--- src/rtl/sync_fifo.sv ---
// Single-clock first-word fall-through FIFO that serves as one vector lane's sample bank.
// Latency: a word written at edge k shows on dout_o after edge k; flags decode count with no lag.
// Backpressure: none (strobes only). Writes to a full FIFO are dropped unless a dequeue happens in the same cycle.
module sync_fifo #(
    parameter int DATA_WIDTH = 8,
    parameter int FIFO_DEPTH = 50
) (
    input  logic                  clk_i,
    input  logic                  rst_i,
    input  logic                  enq_i,
    input  logic                  deq_i,
    input  logic [DATA_WIDTH-1:0] din_i,
    output logic [DATA_WIDTH-1:0] dout_o,
    output logic                  full_o_n,
    output logic                  empty_o_n
);

    localparam int PTR_W = $clog2(FIFO_DEPTH);
    localparam int CNT_W = $clog2(FIFO_DEPTH + 1);

    logic [DATA_WIDTH-1:0] mem [FIFO_DEPTH];
    logic [PTR_W-1:0]      wr_ptr;
    logic [PTR_W-1:0]      rd_ptr;
    logic [CNT_W-1:0]      count;
    logic                  is_full;
    logic                  is_empty;
    logic                  do_enq;
    logic                  do_deq;

    // Wrap explicitly at FIFO_DEPTH-1 so non-power-of-two depths stay in range.
    function automatic logic [PTR_W-1:0] next_ptr(input logic [PTR_W-1:0] p);
        return (p == PTR_W'(FIFO_DEPTH - 1)) ? '0 : p + PTR_W'(1);
    endfunction

    assign is_full   = (count == CNT_W'(FIFO_DEPTH));
    assign is_empty  = (count == '0);
    assign do_enq    = enq_i & (~is_full | deq_i);
    assign do_deq    = deq_i & ~is_empty;

    assign dout_o    = mem[rd_ptr];
    assign full_o_n  = ~is_full;
    assign empty_o_n = ~is_empty;

    always_ff @(posedge clk_i) begin
        if (rst_i) begin
            wr_ptr <= '0;
            rd_ptr <= '0;
            count  <= '0;
            for (int i = 0; i < FIFO_DEPTH; i++) begin
                mem[i] <= '0;
            end
        end else begin
            if (do_enq) begin
                mem[wr_ptr] <= din_i;
                wr_ptr      <= next_ptr(wr_ptr);
            end
            if (do_deq) begin
                rd_ptr <= next_ptr(rd_ptr);
            end
            case ({do_enq, do_deq})
                2'b10:   count <= count + CNT_W'(1);
                2'b01:   count <= count - CNT_W'(1);
                default: count <= count;
            endcase
        end
    end

endmodule

--- config.mk ---
export PLATFORM = sky130hd
export DESIGN_NAME = sync_fifo
export DESIGN_NICKNAME = d
export VERILOG_FILES = /design/src/rtl/sync_fifo.sv
export SDC_FILE = /design/constraint.sdc
export NUM_CORES = 1
export LEC_CHECK = 0
export CORE_ASPECT_RATIO = 1.1
export CORE_MARGIN = 2
export CORE_UTILIZATION = 57
export CTS_CLUSTER_SIZE = 10
export DETAILED_ROUTE_END_ITERATION = 8
export PLACE_DENSITY = 0.76
export SYNTH_ARGS = -nofsm -noshare
export SYNTH_HDL_FRONTEND = slang
export SYNTH_SLANG_ARGS = --single-unit
--- constraint.sdc ---
create_clock -name clk_i -period 2.8 [get_ports clk_i]
set_input_delay 0.56 -clock clk_i [delete_from_list [all_inputs] [get_ports clk_i]]
set_output_delay 0.56 -clock clk_i [all_outputs]
set_load 0.03 [all_outputs]
==> flow_summary_export.csv <==
group,metric,value,unit
sta,rsz0062_at_grt,"true",
clocking,root_buffer,"clkbuf_16",
global_routing,grt_max_degree,55,
cells_and_area,diodes,0,
critical_path,crit_arrival,2.98,ns
clocking,clock_latency,0.60,ns
logic_synthesis,synthTopCellsByArea,"edfxtp_1 63%, and2_1 10%, mux4_2 7.4%",
cells_and_area,drive_gt1_share,29.5,%
logic_synthesis,netlist_area,0.0244,sq mm
critical_path,critPathRequiredTime,2.24,ns
logic_synthesis,avgSynthCellArea,15.0,sq um
route,routed_wirelength,61700,um
clocking,clkSinkCount,536,
min_path,holdCritPathClass,"primary input to flip-flop",
critical_path,timing.rr.end,"count[5]$_SDFFE_PP0P_",
sta,setup-tns-final,-5.26,ns
global_routing,track_usage,27.8,%
critical_path,ff2ff_path_depth,9,
route,via_per_inst,6.12,
critical_path,timing.critical_path.buf_inv,4,
global_routing,antenna_found_initial,0,
logic_synthesis,yosysTopAreaCell,"edfxtp_1",
critical_path,cp.depth,9,
clocking,cts_buffers,59,
floorplan,core,0.0423,sq mm
logic_synthesis,ys_seq_elements,536,
route,drc,0,
place,portBuffers,21,
route,drtPass1Iterations,5,
floorplan,rows,79,
route,met1_length,22900,um
sta,worst_slew_pin_slew,0.760,ns
critical_path,timing.critical_path.mode_cell,"buf_4",
cells_and_area,fin_area,0.0291,sq mm
logic_synthesis,synth_flop_cell,"edfxtp_1",
critical_path,slowest_delay,0.49,ns
critical_path,crit_fanout,7,
outcome,violations,"negative setup slack",
sta,fmax,0.283,GHz
critical_path,crit_path_end,"dout_o[5]",
logic_synthesis,synthCells,1626,
logic_synthesis,synth_top_area_share,63.0,%
power,power_density,792,mW/mm^2
sta,slew_viol_final,0,
critical_path,crit_family,"buffers and inverters",
sta,finalCritPeriodShare,126,%
clocking,h-tree-depth,2,
global_routing,grt_pass1_wl,92300,um
route,via_count,14800,
floorplan,die_h,221,um
logic_synthesis,synth-edff-count,512,
clocking,cts_hold_buffers,0,
logic_synthesis,yosysWarnings,0,
sta,finalHoldViolCount,0,
floorplan,start_util,57.7,%
route,top_layer,"met4",
sta,fin_hold_ws,0.362,ns
place,dp_cells,2302,
power,peakVddDrop,0.000617,V
sta,setup_viol,9,
critical_path,crit_type,"flip-flop to output pin",
critical_path,r2r_slack,-0.01,ns
power,static-leakage-power,0.0104,uW
cells_and_area,layout.cells.non_filler,2416,
route,wl_per_cell,25.5,um
logic_synthesis,async_flop_share,0,%
critical_path,cp_cell_sequence,"buf_12, buf_6, mux4_2, nor3b_2, a211oi_2, o311ai_1, buf_4, o211ai_1, buf_4",
clocking,cts_tree,"built",
sta,skew,0.0210,ns
floorplan,die_width,201,um
logic_synthesis,ys_seq_area_share,64.9,%
sta,period_minus_slack,3.54,ns
critical_path,end_kind,"output pin",
cells_and_area,final_util,68.8,%
place,post_dp_cell_area,0.0267,sq mm
min_path,whs_path_depth,1,
critical_path,startpoint_type,"flip-flop",
place,dp_hpwl,39700,um
place,place_congestion,0.898,
global_routing,grt_pass1_vias,15300,
flow_run,cap_violations,0,
sta,slew_headroom,49.3,%
logic_synthesis,synth_cell_types,55,
clocking,clock_path_buffers,3,
sta,fin_ws,-0.735,ns
clocking,path_clk_slew,0.05,ns
cells_and_area,final_nets,1841,
global_routing,overflow,0,
route,ant_nets,0,
critical_path,slowest_stage,"mux4_2",
route,wl_met3,5370,um
route,drtIter0Drc,1531,
critical_path,rr_startpoint,"count[0]$_SDFFE_PP0P_",
route,met2WireLength,31300,um
outcome,status,"finished with violations",
logic_synthesis,syn-num-nets,1648,
cells_and_area,area_growth,19.1,%
floorplan,die_area,0.0445,sq mm
floorplan,io_pins,22,
[sequential cells by signal, indices dropped and copies added (netlist names), named ones only]
signal / cells
rd_ptr: 6
mem: 512
count: 6
wr_ptr: 6
[synthesized netlist by cell type (all sizes together), types with 3 or more instances]
library cell  instances
edfxtp              512
and2                400
mux4                101
nor2                 88
clkbuf               71
or2                  55
buf                  38
nor2b                35
nand2                32
a211oi               31
mux2i                30
mux2                 27
dfxtp                24
nor3                 23
a2111oi              15
o21ai                15
nand3                11
o211ai               10
a21oi                 9
ha                    9
o22ai                 8
xor2                  8
nand2b                7
o221ai                5
a22o                  4
a22oi                 4
inv                   4
nand3b                4
nand4                 4
nor3b                 4
or3                   4
xnor2                 4
a21o                  3
nor4b                 3
nor4bb                3
o31a                  3
[where the power goes]
part | internal (uW) | switching (uW) | total, uW
logic | 3590 | 3290 | 6870
clock network | 3950 | 2950 | 6900
registers | 9080 | 195 | 9280
total | 16600 | 6430 | 23000
[routing by layer]
| layer | track usage, % | vias up |
|---|---|---|
| met5 | 0 | - |
| met4 | 9.58 | 0 |
| met3 | 4.58 | 129 |
| met2 | 47.1 | 718 |
| met1 | 36.7 | 7517 |
| li1 | - | 6433 |
[kinds of logic after synthesis]
kind of cell,count (synthesis),synth area share [%]
flip-flops,536,64.9
multiplexers,158,12.1
adder cells (fa/ha/maj),10,0.543
AO/OA/AOI/OAI,116,3.47
AND/OR/NAND/NOR,681,16.2
buffers and inverters,113,2.31
XOR/XNOR,12,0.430
[metrics by stage]
step                      setup slack (ns)  total power [uW]
after floorplan                    0.00401             12800
final                               -0.735             23000
after global routing                -0.813             23700
after CTS                           -0.710             22700
after detailed placement            -0.319             15100
after global placement              -0.207             15000
[how the worst min path moves through the flow]
stage | from | to | slack (ns)
4_1_cts | din_i[4] | mem[53][4]$_DFFE_PP_ | 0.33
3_3_place_gp | rd_ptr[1]$_SDFFE_PP0N_ | flip-flop | 0.53
3_5_place_dp | rd_ptr[1]$_SDFFE_PP0N_ | flip-flop | 0.55
5_1_grt | din_i[4] | mem[53][4]$_DFFE_PP_ | 0.35
6_report | din_i[4] | mem[53][4]$_DFFE_PP_ | 0.36
2_1_floorplan | count[2]$_SDFFE_PP0P_ | count[2]$_SDFFE_PP0P_ | 0.49
[placed cells by master, fill, tap and decap left out, drive strengths merged, types with 10 or more instances in the layout]
cell and instances:
edfxtp 512, a2111oi 15, mux2 27, and2 400, or2 55, buf 234, nand3 11, nor3 23
nor2b 35, nand2 32, o21ai 15, o211ai 10, dfxtp 24, clkbuf 92, a211oi 31, mux2i 30
mux4 101, nor2 88
[layout make-up]
type	instances	area [sq um]
Clock buffer	90	1640
Inverter	4	15.0
Tap cell	567	709
Clock inverter	1	20.0
Fill cell	2788	13200
Sequential cell	536	15900
Timing Repair Buffer	241	2390
Multi-Input combinational cell	977	8450
[timing repair]
item / 4_1_cts / 5_1_grt
gates resized for setup: 76 / 59
setup endpoints to repair: 10 / 9
setup buffers: 18 / 7
gates cloned: 2 / 0
pin swaps: 9 / 30
[worst register-to-register path, cell delays in order (launching register included)]
cell and delay, ns:
dfxtp_2 0.31, or3_4 0.42, o41a_1 0.44, ha_4 0.21, buf_6 0.13, ha_4 0.27, nand2b_1 0.05, or4_4 0.48
and4_1 0.21, o21ba_2 0.18
Note: power is estimated with default switching activity, not from simulation.
